$ cat src/rtl/decode_seq_stage.sv
// Decode stage for the ARM-subset pipeline: field decode, ID/EX register and
// an LDM/STM micro-op sequencer that stalls fetch while a block transfer expands.
//
// state  | meaning
// S_IDLE | decoding InstrD; a block transfer issues its first micro-op here
// S_XFER | issuing one load/store micro-op per remaining list bit
// S_WB   | issuing the base-writeback ADD Rn,Rn,#4*N
module decode_seq_stage #(
    parameter int NREGS = 16,
    parameter int RAW   = $clog2(NREGS),
    parameter int OFFW  = RAW + 3
) (
    input  logic            clk,
    input  logic            reset,
    input  logic [31:0]     InstrD,
    input  logic            ValidD,
    input  logic            StallE,
    input  logic            FlushE,
    output logic            StallD,
    output logic            ValidE,
    output logic            RegWE,
    output logic            MemWE,
    output logic            MemtoRegE,
    output logic            ALUSrcE,
    output logic            BranchE,
    output logic            PCSE,
    output logic            NoWriteE,
    output logic            IgRnE,
    output logic [2:0]      ALUControlE,
    output logic [1:0]      FlagWE,
    output logic [1:0]      ImmSrcE,
    output logic [1:0]      RegSrcE,
    output logic [RAW-1:0]  RdE,
    output logic [RAW-1:0]  RnE,
    output logic [OFFW-1:0] OffsetE,
    output logic            UopE,
    output logic            IllegalE
);

    typedef enum logic [1:0] {S_IDLE, S_XFER, S_WB} seq_t;

    typedef struct packed {
        logic            valid;
        logic            reg_w;
        logic            mem_w;
        logic            mem_to_reg;
        logic            alu_src;
        logic            branch;
        logic            pcs;
        logic            no_write;
        logic            ig_rn;
        logic [2:0]      alu_ctl;
        logic [1:0]      flag_w;
        logic [1:0]      imm_src;
        logic [1:0]      reg_src;
        logic [RAW-1:0]  rd;
        logic [RAW-1:0]  rn;
        logic [OFFW-1:0] offset;
        logic            uop;
        logic            illegal;
    } ectl_t;

    localparam logic [RAW-1:0] PC_IDX = RAW'(NREGS - 1);

    function automatic logic [RAW-1:0] lowest(input logic [NREGS-1:0] v);
        lowest = '0;
        for (int i = NREGS - 1; i >= 0; i--)
            if (v[i]) lowest = RAW'(i);
    endfunction

    function automatic logic [RAW:0] popcount(input logic [NREGS-1:0] v);
        popcount = '0;
        for (int i = 0; i < NREGS; i++)
            popcount = popcount + (RAW+1)'(v[i]);
    endfunction

    function automatic logic [OFFW-1:0] byte_off(input logic [RAW:0] n);
        byte_off = OFFW'(n) << 2;
    endfunction

    function automatic ectl_t xfer_uop(input logic [RAW-1:0] idx, input logic [RAW-1:0] rn,
                                       input logic ld, input logic [OFFW-1:0] off);
        xfer_uop            = '0;
        xfer_uop.valid      = 1'b1;
        xfer_uop.uop        = 1'b1;
        xfer_uop.alu_src    = 1'b1;
        xfer_uop.rd         = idx;
        xfer_uop.rn         = rn;
        xfer_uop.offset     = off;
        xfer_uop.mem_to_reg = ld;
        xfer_uop.reg_w      = ld;
        xfer_uop.mem_w      = ~ld;
        xfer_uop.pcs        = ld & (idx == PC_IDX);
    endfunction

    ectl_t            e_q, e_d;
    seq_t             seq_q, seq_d;
    logic [NREGS-1:0] rem_q, rem_d, pick, rem_nx;
    logic [RAW:0]     cnt_q, cnt_d, k_q, k_d;
    logic [RAW-1:0]   rn_q, rn_d, lo;
    logic             l_q, l_d, w_q, w_d, p_q, p_d;
    logic [1:0]       op;
    logic [5:0]       funct;
    logic [RAW-1:0]   rd_f, rn_f;
    logic [2:0]       alu;
    logic             nw, ig, legal;
    logic             unused_cond;

    assign op          = InstrD[27:26];
    assign funct       = InstrD[25:20];
    assign rn_f        = InstrD[16 +: RAW];
    assign rd_f        = InstrD[12 +: RAW];
    assign unused_cond = ^InstrD[31:28];

    // One lowest-bit picker serves both the first micro-op and the XFER ones.
    always_comb begin
        pick = (seq_q == S_XFER) ? rem_q : InstrD[NREGS-1:0];
        lo   = lowest(pick);
        rem_nx = pick;
        rem_nx[lo] = 1'b0;
    end

    always_comb begin
        e_d   = '0;
        seq_d = seq_q;
        rem_d = rem_q;
        cnt_d = cnt_q;
        k_d   = k_q;
        rn_d  = rn_q;
        l_d   = l_q;
        w_d   = w_q;
        p_d   = p_q;
        alu   = 3'b000;
        nw    = 1'b0;
        ig    = 1'b0;
        legal = 1'b1;
        case (seq_q)
            S_IDLE: if (ValidD) begin
                case (op)
                    2'b00: begin
                        case (funct[4:1])
                            4'b0000: alu = 3'b010;
                            4'b0001: alu = 3'b110;
                            4'b0010: alu = 3'b001;
                            4'b0100: alu = 3'b000;
                            4'b1000: begin alu = 3'b010; nw = 1'b1; end
                            4'b1001: begin alu = 3'b110; nw = 1'b1; end
                            4'b1010: begin alu = 3'b001; nw = 1'b1; end
                            4'b1011: begin alu = 3'b000; nw = 1'b1; end
                            4'b1100: alu = 3'b011;
                            4'b1101: begin alu = 3'b000; ig = 1'b1; end
                            default: legal = 1'b0;
                        endcase
                        if (legal) begin
                            e_d.valid    = 1'b1;
                            e_d.reg_w    = ~nw;
                            e_d.alu_src  = funct[5];
                            e_d.alu_ctl  = alu;
                            e_d.no_write = nw;
                            e_d.ig_rn    = ig;
                            e_d.flag_w   = {funct[0], funct[0] & (alu[2:1] == 2'b00)};
                            e_d.rd       = rd_f;
                            e_d.rn       = rn_f;
                            e_d.pcs      = ~nw & (rd_f == PC_IDX);
                        end else begin
                            e_d.illegal  = 1'b1;
                        end
                    end
                    2'b01: begin
                        e_d.valid      = 1'b1;
                        e_d.alu_src    = 1'b1;
                        e_d.imm_src    = 2'b01;
                        e_d.reg_src    = funct[0] ? 2'b00 : 2'b10;
                        e_d.mem_w      = ~funct[0];
                        e_d.mem_to_reg = funct[0];
                        e_d.reg_w      = funct[0];
                        e_d.rd         = rd_f;
                        e_d.rn         = rn_f;
                        e_d.pcs        = funct[0] & (rd_f == PC_IDX);
                    end
                    2'b10: begin
                        if (funct[5]) begin
                            e_d.valid   = 1'b1;
                            e_d.branch  = 1'b1;
                            e_d.alu_src = 1'b1;
                            e_d.imm_src = 2'b10;
                            e_d.reg_src = 2'b01;
                            e_d.pcs     = 1'b1;
                        end else if (!funct[3]) begin
                            e_d.illegal = 1'b1;
                        end else if (InstrD[NREGS-1:0] != '0) begin
                            e_d   = xfer_uop(lo, rn_f, funct[0], byte_off((RAW+1)'(funct[4])));
                            rem_d = rem_nx;
                            cnt_d = popcount(InstrD[NREGS-1:0]);
                            k_d   = (RAW+1)'(1);
                            rn_d  = rn_f;
                            l_d   = funct[0];
                            w_d   = funct[1];
                            p_d   = funct[4];
                            seq_d = (rem_nx != '0) ? S_XFER : (funct[1] ? S_WB : S_IDLE);
                        end
                    end
                    default: e_d.illegal = 1'b1;
                endcase
            end
            S_XFER: begin
                e_d   = xfer_uop(lo, rn_q, l_q, byte_off(k_q + (RAW+1)'(p_q)));
                rem_d = rem_nx;
                k_d   = k_q + (RAW+1)'(1);
                seq_d = (rem_nx != '0) ? S_XFER : (w_q ? S_WB : S_IDLE);
            end
            S_WB: begin
                e_d.valid   = 1'b1;
                e_d.uop     = 1'b1;
                e_d.reg_w   = 1'b1;
                e_d.alu_src = 1'b1;
                e_d.rd      = rn_q;
                e_d.rn      = rn_q;
                e_d.offset  = byte_off(cnt_q);
                e_d.pcs     = (rn_q == PC_IDX);
                seq_d       = S_IDLE;
            end
            default: seq_d = S_IDLE;
        endcase
    end

    // Held low in reset so fetch is never frozen while the core is held.
    assign StallD = reset & (StallE | (~FlushE & (seq_d != S_IDLE)));

    always_ff @(posedge clk or negedge reset) begin
        if (!reset) begin
            e_q   <= '0;
            seq_q <= S_IDLE;
            rem_q <= '0;
            cnt_q <= '0;
            k_q   <= '0;
            rn_q  <= '0;
            l_q   <= 1'b0;
            w_q   <= 1'b0;
            p_q   <= 1'b0;
        end else if (FlushE) begin
            e_q   <= '0;
            seq_q <= S_IDLE;
            rem_q <= '0;
            cnt_q <= '0;
            k_q   <= '0;
        end else if (!StallE) begin
            e_q   <= e_d;
            seq_q <= seq_d;
            rem_q <= rem_d;
            cnt_q <= cnt_d;
            k_q   <= k_d;
            rn_q  <= rn_d;
            l_q   <= l_d;
            w_q   <= w_d;
            p_q   <= p_d;
        end
    end

    assign ValidE      = e_q.valid;
    assign RegWE       = e_q.reg_w;
    assign MemWE       = e_q.mem_w;
    assign MemtoRegE   = e_q.mem_to_reg;
    assign ALUSrcE     = e_q.alu_src;
    assign BranchE     = e_q.branch;
    assign PCSE        = e_q.pcs;
    assign NoWriteE    = e_q.no_write;
    assign IgRnE       = e_q.ig_rn;
    assign ALUControlE = e_q.alu_ctl;
    assign FlagWE      = e_q.flag_w;
    assign ImmSrcE     = e_q.imm_src;
    assign RegSrcE     = e_q.reg_src;
    assign RdE         = e_q.rd;
    assign RnE         = e_q.rn;
    assign OffsetE     = e_q.offset;
    assign UopE        = e_q.uop;
    assign IllegalE    = e_q.illegal;

endmodule
$ cat config.mk
export PLATFORM = sky130hd
export DESIGN_NAME = decode_seq_stage
export DESIGN_NICKNAME = d
export VERILOG_FILES = /design/src/rtl/decode_seq_stage.sv
export SDC_FILE = /design/constraint.sdc
export NUM_CORES = 1
export LEC_CHECK = 0
export ABC_AREA = 1
export BUFFER_PORTS_ARGS = -buffer_cell sky130_fd_sc_hd__buf_2
export CORE_MARGIN = 5
export CORE_UTILIZATION = 58
export CTS_BUF_LIST = sky130_fd_sc_hd__clkbuf_2 sky130_fd_sc_hd__clkbuf_4 sky130_fd_sc_hd__clkbuf_8
export DETAILED_ROUTE_END_ITERATION = 8
export PLACE_DENSITY = 0.85
export SLEW_MARGIN = 20
export SYNTH_ARGS = -nofsm -noshare
export SYNTH_HDL_FRONTEND = slang
export SYNTH_SLANG_ARGS = --single-unit
$ cat constraint.sdc
create_clock -name clk -period 6.75 [get_ports clk]
set_input_delay 0.3375 -clock clk [delete_from_list [all_inputs] [get_ports clk]]
set_output_delay 0.3375 -clock clk [all_outputs]
set_load 0.02 [all_outputs]
# Word level (Yosys, flattened, before mapping)
# Index checks and enable logic that the tools add are counted.
# W data, S select, Z words.
# totals
ff_bits	70
elab_cells	216
# op_classes
n_eq_ne	23
bitwise_logic	16
n_lt_le_gt_ge	2
n_reduce_logical	23
muxes	109
n_addsub	17
# op_table
operator	count
$mux W35	9
$mux W16	8
$mux W5	15
$mux W4	17
$add A5 B1 Y5	12
$pmux W16 S3	1
$eq A4 B4 Y1 const B	9
$mux W34	1
$pmux W16 S2	1
$reduce_bool A16 Y1	2
$mux W2	13
$mux W8	3
$pmux W8 S3	1
$mux W1	17
$mux W17	1
$and A16 B16 Y16	1
$not A16 Y16	1
$mux W3	5
$pmux W7 S2	1
$reduce_and A7 Y1	2
$ne A3 B3 Y1 const B	4
$pmux W1 S3	4
$pmux W2 S2	3
$pmux W2 S3	2
other kinds (33)	57

# Longest topological paths before layout
# Gate-level depths: netlist (run 1).
# depth
word_depth	36
ltp_mapped	30

# Worst setup path before layout (run 1)
# OpenSTA, ideal clock, no wires.
# synth_path
path_kind	in2reg
startpoint	in InstrD[0]
endpoint	reg cnt_q[2]
path_slack_ps	3459
setup_ps	135
arrival_ps	3155
cell_stages	10
n_path_buf	0
cell_sequence	fa_1 -> inv_1 -> fa_1 -> fa_1 -> fa_1 -> inv_1 -> ha_1 -> fa_1 -> xnor2_1 -> a21oi_1
# synth_between
elab_chain_cells	23
# synth_rtl
element	line_no	source
start: declaration	15	input logic [31:0] InstrD,
$add A1 B1 Y2	74	popcount = popcount + (RAW+1)'(v[i]);
$add A2 B1 Y3	74	
$add A3 B1 Y4	74	
$add A4 B1 Y5	74	
$add A5 B1 Y5 (11 in series)	74	
$mux W5	191	end else if (InstrD[NREGS-1:0] != '0) begin
$mux W5	189	end else if (!funct[3]) begin
$mux W5	182	if (funct[5]) begin
$mux W5	139	case (op)
$mux W5	138	S_IDLE: if (ValidD) begin
$mux W5	137	case (seq_q)
$mux W5	247	end else if (!StallE) begin
$mux W5	241	end else if (FlushE) begin
end signal: assignment	251	cnt_q <= cnt_d;
end: declaration	99	logic [RAW:0] cnt_q, cnt_d, k_q, k_d;
# Parallel ways exist; a longest one is shown, timed or not. The select of a mux whose other input is x is not followed.
# A chain may end at the register's enable or synchronous reset.

# Final worst setup path (run 1)
# layout_path
startpoint	reg seq_q[1]
endpoint	out StallD
# layout_between
elab_chain_cells	36
# layout_rtl
element	line_no	source
start: declaration	97	seq_t seq_q, seq_d;
start signal: assignment	249	seq_q <= seq_d;
$eq A2 B1 Y1	117, 137	
$mux W16	117	pick = (seq_q == S_XFER) ? rem_q : InstrD[NREGS-1:0];
$mux W4 (16 in series)	68	if (v[i]) lowest = RAW'(i);
$lt A4 B5 Y1 (implied by the code) / $ge A4 B1 Y1 (equally long branches)	120	rem_nx[lo] = 1'b0;
$logic_and A1 B1 Y1 (implied by the code)	120	
$mux W1 (implied by the code)	120	
$demux W1 S4	120	
$not A16 Y16 (no source line)	-	
(+5 left out)	-	
$mux W2	182	
$mux W2	139	
$mux W2	138	
$pmux W2 S2 (*)	137	
$reduce_bool A2 Y1 (*)	228	assign StallD = reset & (StallE | (~FlushE & (seq_d != S_IDLE)));
$and A1 B1 Y1 (*)	228	
$or A1 B1 Y1 (*)	228	
$and A1 B1 Y1 (*)	228	
end: declaration	19	output logic StallD,
# Mark *: on every way between the ends. The rest lies on a longest branch, timed or not.

==> Implementation_results.wiki, run 1 <==
{| class="wikitable"
! Metric !! Value
|-
| Result of the run || completed
|-
| Final clock period utilization by the worst path || between 60% and 70%
|-
| Iteration-0 DRC Markers || approximately 270
|-
| Total Die Area || roughly 9500 um2
|-
| Filler cell count || approximately 600
|-
| Share of synthesized registers carrying an async set or reset || between 90% and 100%
|-
| Die width || approximately 100 um
|-
| # H-tree levels || 3
|-
| Maximum number of pins on one net before global-route repair || 36
|-
| Unrepaired setup endpoints after global routing || no
|-
| Die extent in y || 97.40 um
|-
| Via count of the routed design || about 4,100
|-
| Congestion Overflow GR || 0
|-
| Signal arrival time at the worst endpoint || 3.98 ns
|-
| Crit path time final || 4.314 ns
|-
| Worst VDD drop || approximately 130 uV
|-
| Sum of routed wire length over all layers || 11,770 um
|-
| Slew at the pin with the worst max-slew slack || ~0.78 ns
|-
| Util after Layout || 68.46%
|-
| Setup ws final || roughly 2.4 ns
|-
| TritonCTS clock tree || built
|-
| First-pass GRT wire length || slightly below 20,000 um
|-
| Antenna violations before repair || 0
|-
| Netlist cell types || between 40 and 50
|-
| Post-cts repair resize count || 0
|-
| Proportion of layout cells with a drive suffix above 1 || about a fifth
|-
| Number of antenna diodes || 0
|-
| Final setup skew || between 0.009 and 0.01 ns
|-
| Worst endpoint required time || 6.41 ns
|-
| Crit start category || flip-flop
|-
| Maximum fanout count along the critical path || 35
|-
| Class of the most critical setup path || flip-flop to primary output
|-
| Number of remaining DRC errors || 0
|-
| Top-Level Pins || 73
|-
| Leading cell type in the layout, fill and taps excluded || sky130_fd_sc_hd__nand2_1
|-
| Commonest cells after routing, fill and taps aside || sky130_fd_sc_hd__nand2_1, sky130_fd_sc_hd__inv_1, sky130_fd_sc_hd__dfrtp_1, sky130_fd_sc_hd__buf_2, sky130_fd_sc_hd__nor2_1
|-
| Clock slew at reported path FFs || roughly 0.070 ns
|-
| Detail Placement HPWL || around 9000 um
|-
| CTS buffer count || 9
|-
| Port bufs || between 60 and 70
|-
| Row count || 31
|-
| Most area-hungry cell type in the Yosys netlist || sky130_fd_sc_hd__dfrtp_1
|-
| Worst stage delay on the critical path || 0.43 ns
|-
| Via density per instance || roughly 5.6
|-
| Power density over cell area || between 200 and 250 nW/um2
|-
| 1st-pass router iterations || 5
|-
| Buffer levels on the longest clock path || 2
|-
| Synthesized area || 4430 um2
|-
| Number of slew-limit violations in the final report || 0
|-
| LEAKAGE || 2.688 nW
|-
| Sort of element at the end of the critical path || primary output
|-
| Per-instance average area after synthesis || between 7 and 8 um2
|-
| Setup fix buffers added after clock tree synthesis || 0
|-
| Max_cap viols || 0
|-
| Cell area after layout || about 5000 um2
|-
| DR WL/cell || around 16 um
|-
| Global placer's final weighted congestion || roughly 0.9
|-
| Most used flip-flop cell after synthesis || sky130_fd_sc_hd__dfrtp_1
|-
| Worst slack at placement || around 2.8 ns
|-
| Clock insertion delay at the later pin of the skew report || about 0.35 ns
|-
| Number of synthesized flops with an enable pin || 0
|-
| CORE AREA || 7331 um2
|-
| Slew headroom || between 40% and 50%
|-
| Slowest CP cell || sky130_fd_sc_hd__dfrtp_1
|-
| Dpl cell area || roughly 4800 um2
|-
| Number of nets in the final layout || around 700
|-
| Yosys Warn Count || 0
|-
| Post-synthesis sequential area ratio || 37.28%
|-
| Highest achievable clock rate || approximately 0.23 GHz
|-
| Final number of setup-violating endpoints || 0
|-
| Layout Area Growth over Synthesis || 13.27%
|-
| Number of hold-repair buffers added at the cts stage || 0
|-
| Global Route Usage Sum || between 20% and 30%
|-
| Routed Antenna Nets || 0
|-
| Top area cells in the synthesized netlist || sky130_fd_sc_hd__dfrtp_1, sky130_fd_sc_hd__nand2_1, sky130_fd_sc_hd__inv_1
|-
| Vias in the first global route || 4,188
|-
| Most frequent cell on the critical path || sky130_fd_sc_hd__nand2_1
|-
| Fraction of post-synthesis cell area in the top cell type by area || 37.28%
|-
| Number of endpoints with negative hold slack in the final report || 0
|-
| Count of clock tree sinks || between 60 and 70
|-
| Worst hold path class || input pin to asynchronous set/reset pin
|-
| Effective utilization at floorplan || 60.44%
|-
| Total Neg Setup Slack || 0 ns
|-
| Clock tree root driver cell || sky130_fd_sc_hd__clkbuf_8
|-
| Synth Instances || ~570
|-
| Flip-flop and latch count after synthesis || 66
|}
==> cell type report <==
class	count	area, um2	share of cell area (%)
flip-flops and latches	66	1652	32.91
inverters	105	396.6	7.903
clock inverters	6	88.84	1.770
well taps	99	123.9	2.468
clock buffers	10	131.4	2.618
multi-input cells	381	2273	45.30
repair buffers	69	352.8	7.031
==> critical path: cells and delay by family (launching register included) <==
kind	cells	cell delay, ns
adders and majority gates	1	0.15
buffers and inverters	4	0.90
DFF	1	0.43
and+or+nand+nor	25	2.17
==> through the flow <==
step / cells / total power (W) / hold slack, ns
6_report: 736 / 0.001136 / 0.06802
5_1_grt: 736 / 0.001208 / 0.1119
4_1_cts: 736 / 0.001140 / 0.07948
3_5_place_dp: 720 / 0.0007678 / 0.4600
3_3_place_gp: 720 / 0.0007502 / 0.4454
2_1_floorplan: 568 / 0.0006763 / 0.04191
==> metal layers <==
metal  wire, um  vias to the layer above  track usage [%]
li1           -                     1985                -
met1       4940                     1964            32.24
met2       5812                      154            42.91
met3        738                       26            5.743
met4        276                        0            8.839
met5          0                        -                0
==> final timing paths <==
kind	start	to	slack, ns	cells after the start
setup / recovery	seq_q[1]	StallD	2.44	30
hold / removal	reset	rem_q[5]	0.07	1
setup reg to reg	seq_q[1]	seq_q[0]	3.21	30
hold reg to reg	NoWriteE	NoWriteE	0.48	2
max in group asynchronous	reset	rem_q[9]	5.75	2
min in group clk	InstrD[18]	rn_q[2]	0.22	3
==> report_power, final <==
group / switching [W] / leakage (nW) / internal [W]
Combinational: 0.000207 / 1.68 / 0.000115
Clock: 0.000159 / 0.106 / 0.000213
Sequential: 0.0000165 / 0.899 / 0.000425
Total: 0.000383 / 2.69 / 0.000753
==> cells by family (layout without fill, tap and decap cells) <==
kind of cell | after synthesis | in the layout | share of synthesized area (%)
buffers and inverters | 121 | 190 | 11.55
AND/OR/NAND/NOR | 230 | 230 | 23.21
other | 1 | 2 | 0.08464
adder cells (fa/ha/maj) | 28 | 28 | 9.602
XOR/XNOR | 3 | 3 | 0.5932
flip-flops | 66 | 66 | 37.28
AO/OA/AOI/OAI | 113 | 113 | 16.55
multiplexers | 5 | 5 | 1.130
==> registers in the layout (all words and copies together), names as in the netlist, 2 cells and up <==
name         count
RdE              4
ALUControlE      3
rn_q             4
FlagWE           2
cnt_q            5
seq_q            2
OffsetE          5
k_q              5
RegSrcE          2
rem_q           16
RnE              4
==> cell usage after synthesis (3+ instances only) <==
cell	number
sky130_fd_sc_hd__nand2_1	128
sky130_fd_sc_hd__inv_1	94
sky130_fd_sc_hd__dfrtp_1	66
sky130_fd_sc_hd__nor2_1	37
sky130_fd_sc_hd__o21ai_0	33
sky130_fd_sc_hd__nand3_1	26
sky130_fd_sc_hd__o22ai_1	21
sky130_fd_sc_hd__ha_1	18
sky130_fd_sc_hd__a21oi_1	14
sky130_fd_sc_hd__nand4_1	11
sky130_fd_sc_hd__fa_1	10
sky130_fd_sc_hd__inv_2	10
sky130_fd_sc_hd__nand2_2	9
sky130_fd_sc_hd__o21ai_2	8
sky130_fd_sc_hd__a22o_1	7
sky130_fd_sc_hd__clkbuf_1	7
sky130_fd_sc_hd__a32oi_1	5
sky130_fd_sc_hd__mux2i_1	5
sky130_fd_sc_hd__nor3_1	5
sky130_fd_sc_hd__o21ai_1	5
sky130_fd_sc_hd__buf_4	4
sky130_fd_sc_hd__nor4_1	4
sky130_fd_sc_hd__a31oi_1	3
sky130_fd_sc_hd__buf_6	3
sky130_fd_sc_hd__nor2_4	3
sky130_fd_sc_hd__o31ai_1	3
Note: power is estimated with default switching activity, not from simulation.
==> run 2, diff against run 1 <==
==> constraint.sdc (replaced) <==
create_clock -name clk -period 4 [get_ports clk]
set_input_delay 0.2 -clock clk [delete_from_list [all_inputs] [get_ports clk]]
set_output_delay 0.2 -clock clk [all_outputs]
set_load 0.02 [all_outputs]
==> Implementation_results.wiki, run 2 (synthesis results as in run 1) <==
{| class="wikitable"
! Metric !! Value
|-
| Number of slew-limit violations in the final report || 0
|-
| Antenna violations before repair || 0
|-
| Start point of the critical path || seq_q[1]
|-
| Register ranked first by flip-flop count || rem_q
|-
| Total Neg Setup Slack || 0 ns
|-
| Worst setup endpoint || StallD
|-
| Port bufs || between 60 and 70
|-
| Worst hold path class || input pin to flip-flop
|-
| Commonest cells after routing, fill and taps aside || sky130_fd_sc_hd__nand2_1, sky130_fd_sc_hd__inv_1, sky130_fd_sc_hd__dfrtp_1, sky130_fd_sc_hd__buf_2, sky130_fd_sc_hd__nor2_1
|-
| CORE AREA || around 7300 um2
|-
| Logic depth of the worst register-to-register path || 28
|-
| Crit start category || flip-flop
|-
| Sort of element at the end of the critical path || primary output
|-
| Worst VDD drop || 240.9 uV
|-
| Crit path time final || around 3.8 ns
|-
| Global Route Usage Sum || around a quarter
|-
| Dpl cell area || a little under 5000 um2
|-
| Number of hold-repair buffers added at the cts stage || 0
|-
| End of the worst register-to-register path || seq_q[0]
|-
| Slew at the pin with the worst max-slew slack || slightly above 0.8 ns
|-
| Final clock period utilization by the worst path || a little over nine tenths
|-
| Proportion of layout cells with a drive suffix above 1 || between 10% and 20%
|-
| Layout Area Growth over Synthesis || 14.23%
|-
| Final setup skew || between 0.01 and 0.015 ns
|-
| Iteration-0 DRC Markers || 330
|-
| Util after Layout || between 60 and 70%
|-
| Row count || 31
|-
| Worst slack at placement || slightly above 0.5 ns
|-
| Die extent in y || between 90 and 100 um
|-
| Detail Placement HPWL || 8843 um
|-
| Leading cell type in the layout, fill and taps excluded || sky130_fd_sc_hd__nand2_1
|-
| Result of the run || completed
|-
| Clock slew at reported path FFs || around 0.070 ns
|-
| Clock insertion delay at the later pin of the skew report || around 0.35 ns
|-
| Signal arrival time at the worst endpoint || between 3 and 4 ns
|-
| Slew headroom || between 40% and 50%
|-
| Setup ws final || ~0.25 ns
|-
| Origin of the critical flop-to-flop path || seq_q[1]
|-
| LEAKAGE || roughly 2.7 nW
|-
| Highest achievable clock rate || 0.2665 GHz
|-
| Number of nets in the final layout || 700
|-
| Power density over cell area || around 370 nW/um2
|-
| Number of endpoints with negative hold slack in the final report || 0
|-
| Buffer levels on the longest clock path || 2
|-
| 1st-pass router iterations || 5
|-
| Unrepaired setup endpoints after global routing || no
|-
| Filler cell count || a little under 600
|-
| TritonCTS clock tree || built
|-
| Die width || slightly below 100 um
|-
| DR WL/cell || roughly 16 um
|-
| Sum of routed wire length over all layers || 11,810 um
|-
| Worst stage delay on the critical path || ~0.44 ns
|-
| Worst endpoint required time || between 3 and 4 ns
|-
| Via density per instance || 5.736
|-
| Largest register FFs || 16
|-
| Final number of setup-violating endpoints || 0
|-
| Maximum fanout count along the critical path || 17
|-
| First-pass GRT wire length || around 19,000 um
|-
| Register-to-register setup slack || 0.92 ns
|-
| Top-Level Pins || 73
|-
| Number of remaining DRC errors || 0
|-
| Via count of the routed design || between 4,000 and 5,000
|-
| # H-tree levels || 3
|-
| Cell area after layout || roughly 5100 um2
|-
| Most frequent cell on the critical path || sky130_fd_sc_hd__nand2_1
|-
| Maximum number of pins on one net before global-route repair || 67
|-
| CTS buffer count || 9
|-
| Max_cap viols || 0
|-
| Class of the most critical setup path || flip-flop to primary output
|-
| Count of clock tree sinks || 66
|-
| Number of antenna diodes || 0
|-
| Vias in the first global route || roughly 4,000
|-
| Worst-case hold slack || ~0.08 ns
|-
| Global placer's final weighted congestion || 0.9304
|-
| Total Die Area || approximately 9500 um2
|-
| Slowest CP cell || sky130_fd_sc_hd__dfrtp_1
|-
| Clock tree root driver cell || sky130_fd_sc_hd__clkbuf_8
|-
| Routed Antenna Nets || 0
|-
| Effective utilization at floorplan || 60.44%
|-
| Congestion Overflow GR || 0
|}
-- run 2: cell count changes in the layout (fill, tap and decap cells not counted) --
cell,delta
sky130_fd_sc_hd__clkinv_2,+2
sky130_fd_sc_hd__o21ai_2,+1
sky130_fd_sc_hd__buf_12,+1
sky130_fd_sc_hd__ha_4,+1
sky130_fd_sc_hd__inv_2,-1
sky130_fd_sc_hd__inv_4,+1
sky130_fd_sc_hd__clkbuf_8,+1
sky130_fd_sc_hd__clkinvlp_4,-2
sky130_fd_sc_hd__o21ai_1,-1
sky130_fd_sc_hd__ha_1,-1
sky130_fd_sc_hd__clkbuf_4,-1
sky130_fd_sc_hd__buf_4,+1
sky130_fd_sc_hd__bufinv_16,-1
sky130_fd_sc_hd__clkbuf_16,+1
-- run 2: per-layer routing --
layer | share of wire (%) | global-route usage [%] | up-vias
met4 | 3.6 | 10.86 | 0
met1 | 42 | 32.47 | 2012
met3 | 6.8 | 4.092 | 40
met5 | 0 | 0 | -
li1 | - | - | 1989
met2 | 48 | 40.48 | 192
-- run 2: repair_timing --
| item | 4_1_cts | 5_1_grt |
|---|---|---|
| buffers inserted | 0 | 1 |
| gates resized for setup | 0 | 5 |
| endpoints found under the setup margin | 0 | 1 |
-- run 2: stage by stage --
| stage | total power (W) | instances |
|---|---|---|
| after floorplan | 0.001141 | 568 |
| after global placement | 0.001267 | 721 |
| after detailed placement | 0.001291 | 721 |
| after CTS | 0.001854 | 736 |
| after global routing | 0.001965 | 738 |
| final | 0.001864 | 738 |
-- run 2: worst max-delay path, delay by kind of cell, from the launching register on --
kind / cells / cell delay [ns]
simple gates: 24 / 2.06
buf+inv: 3 / 0.49
flops: 1 / 0.44
fa+ha+maj: 1 / 0.22
-- run 2: how the worst min path moves through the flow --
| stage | start | endpoint | slack (ns) | cells after the start |
|---|---|---|---|---|
| finish | InstrD[16] | rn_q[0] | 0.08 | 3 |
| global route | InstrD[16] | rn_q[0] | 0.09 | 3 |
| CTS | InstrD[16] | rn_q[0] | 0.07 | 3 |
| detailed placement | InstrD[16] | rn_q[0] | 0.43 | 3 |
| global placement | InstrD[19] | rn_q[3] | 0.43 | 3 |
| floorplan | reset | ALUControlE[0] | -0.1 | 0 |
-- run 2: power breakdown --
part | switching [W] | total (W) | leakage, nW | internal [W]
logic | 0.000349 | 0.000549 | 1.71 | 0.000199
registers | 0.0000275 | 0.000746 | 0.899 | 0.000718
clock network | 0.000270 | 0.000570 | 0.102 | 0.000300
total | 0.000647 | 0.00186 | 2.71 | 0.00122
-- run 2: layout make-up --
class	instances	area (um2)	area share [%]
clock buffer	10	137.6	2.719
clock inverter	5	53.80	1.063
inverter	105	399.1	7.886
multi-input combinational	381	2290	45.24
sequential	66	1652	32.63
tap	99	123.9	2.447
timing repair buffer	72	405.4	8.010
==> run 3, diff against run 2 <==
==> constraint.sdc (replaced) <==
create_clock -name clk -period 4.1 [get_ports clk]
set_input_delay 0.205 -clock clk [delete_from_list [all_inputs] [get_ports clk]]
set_output_delay 0.205 -clock clk [all_outputs]
set_load 0.02 [all_outputs]
==> Implementation_results.wiki, run 3 (synthesis results as in run 1) <==
{| class="wikitable"
! Metric !! Value
|-
| Total Die Area || 9487 um2
|-
| Max_cap viols || 0
|-
| Worst stage delay on the critical path || roughly 0.45 ns
|-
| Final setup skew || approximately 0.0066 ns
|-
| Count of clock tree sinks || 66
|-
| Row count || 31
|-
| Worst hold path class || input pin to flip-flop
|-
| Class of the most critical setup path || flip-flop to primary output
|-
| Power density over cell area || approximately 370 nW/um2
|-
| First-pass GRT wire length || 20,000 um
|-
| Congestion Overflow GR || 0
|-
| Number of antenna diodes || 0
|-
| Origin of the critical flop-to-flop path || seq_q[1]
|-
| Proportion of layout cells with a drive suffix above 1 || between 10% and 20%
|-
| Total Neg Setup Slack || 0 ns
|-
| Die extent in y || about 97 um
|-
| Number of remaining DRC errors || 0
|-
| Number of slew-limit violations in the final report || 0
|-
| Routed Antenna Nets || 0
|-
| Largest register FFs || 16
|-
| CORE AREA || between 7000 and 8000 um2
|-
| Number of endpoints with negative hold slack in the final report || 0
|-
| Top-Level Pins || 73
|-
| Start point of the worst hold path || InstrD[18]
|-
| Register ranked first by flip-flop count || rem_q
|-
| Cells traversed along the worst timing path || inv_1, ha_4, buf_12, nand2_1, o21ai_2, nand2_1, nor2_4, inv_2, or2_4, nand3_4, inv_4, nor2_4, nand4_1, nand2_1, nand2_1, nor2_1, nand2_1, nor2_2, nand2_1, nand2_1, nand2_1, nor2_1, nor2_1, buf_2
|-
| Layout Area Growth over Synthesis || 14.80%
|-
| DR WL/cell || approximately 16 um
|-
| Result of the run || completed
|-
| Die width || ~97 um
|-
| Final number of setup-violating endpoints || 0
|-
| Unrepaired setup endpoints after global routing || no
|-
| Slew at the pin with the worst max-slew slack || approximately 0.66 ns
|-
| Critical path's top delay family || simple AND/OR/NAND/NOR gates
|-
| Global placer's final weighted congestion || roughly 0.99
|-
| Start point of the critical path || seq_q[1]
|-
| Highest achievable clock rate || about 0.27 GHz
|-
| Slowest CP cell || sky130_fd_sc_hd__dfrtp_2
|-
| Sort of element at the end of the critical path || primary output
|-
| Crit start category || flip-flop
|-
| Clock slew at reported path FFs || 0.08 ns
|-
| Number of nets in the final layout || approximately 700
|-
| Crit path time final || approximately 3.7 ns
|-
| LEAKAGE || approximately 2.7 nW
|-
| Maximum number of pins on one net before global-route repair || 40
|-
| Worst VDD drop || 210.9 uV
|-
| Commonest cells after routing, fill and taps aside || sky130_fd_sc_hd__nand2_1, sky130_fd_sc_hd__inv_1, sky130_fd_sc_hd__buf_2
|-
| Buffer levels on the longest clock path || 2
|-
| Iteration-0 DRC Markers || approximately 250
|-
| Port bufs || 66
|-
| Signal arrival time at the worst endpoint || around 3.5 ns
|-
| Maximum fanout count along the critical path || 24
|-
| # H-tree levels || 3
|-
| Slew headroom || 55.77%
|-
| Via density per instance || around 5.7
|-
| Clock insertion delay at the later pin of the skew report || about 0.35 ns
|-
| TritonCTS clock tree || built
|-
| Util after Layout || a little over two thirds
|-
| Most frequent cell on the critical path || sky130_fd_sc_hd__nand2_1
|-
| Antenna violations before repair || 0
|-
| Via count of the routed design || between 4,000 and 5,000
|-
| Total buffers and inverters traversed by the critical path || 5
|-
| CTS buffer count || 9
|-
| Sum of routed wire length over all layers || roughly 12,000 um
|-
| Leading cell type in the layout, fill and taps excluded || sky130_fd_sc_hd__nand2_1
|-
| Worst endpoint required time || approximately 4 ns
|-
| Global Route Usage Sum || between 20% and 30%
|-
| Clock tree root driver cell || sky130_fd_sc_hd__clkbuf_8
|-
| Effective utilization at floorplan || around three fifths
|-
| Vias in the first global route || roughly 4,200
|-
| 1st-pass router iterations || 5
|-
| Detail Placement HPWL || about 9000 um
|-
| Final clock period utilization by the worst path || between 90% and 100%
|}
[run 3: path summary, 6_finish.rpt]
kind                             endpoint  slack (ns)  cells past startpoint
worst min register to register     ValidE        0.48                      2
worst max register to register   seq_q[0]        1.05                     23
min in group asynchronous       rem_q[11]        0.42                      2
worst min-delay path              rn_q[2]        0.08                      3
worst max-delay path               StallD        0.41                     24
max in group asynchronous        seq_q[1]        2.72                      3
[run 3: through the flow]
stage / hold WS, ns / worst slack (ns) / power [W] / cell area, um2 / instances
after floorplan: -0.09059 / 0.9418 / 0.001113 / 4434 / 568
after detailed placement: 0.2676 / 0.6200 / 0.001266 / 4833 / 723
after CTS: 0.07436 / 0.2167 / 0.001885 / 5065 / 740
after global routing: 0.08297 / 0.01367 / 0.002001 / 5086 / 741
after global placement: 0.2508 / 0.6226 / 0.001241 / 4833 / 723
final: 0.08222 / 0.4068 / 0.001886 / 5086 / 741
[run 3: cell type report]
type | instances | area [um2]
multi-input cells | 381 | 2286
fillers | 610 | 2245
flip-flops and latches | 66 | 1653
repair buffers | 74 | 405.4
inverters | 105 | 396.6
clock buffers | 10 | 131.4
well taps | 99 | 123.9
clock inverters | 6 | 90.09
[run 3: power breakdown]
group          internal [W]  total (W)  switching, W
sequential         0.000700   0.000727     0.0000264
combinational      0.000195   0.000536      0.000341
clock              0.000351   0.000623      0.000271
total               0.00125    0.00189      0.000639
[run 3: per-layer routing]
metal / part of all wire, % / GRT usage, %
met1: 42 / 33.76
met2: 48 / 41.64
met3: 7.7 / 5.528
met4: 2.5 / 10.54
met5: 0 / 0
[run 3: tightest hold or removal path: cells and delay by family]
kind,cells,cell delay [ns]
buffers and inverters,2,0.14
muxes,1,0.06
[run 3: what timing repair did]
item	4_1_cts	5_1_grt
hold endpoints to repair	27	0
resized for setup	0	3
buffers inserted	0	1
setup endpoints to repair	0	1
hold buffers	1	0
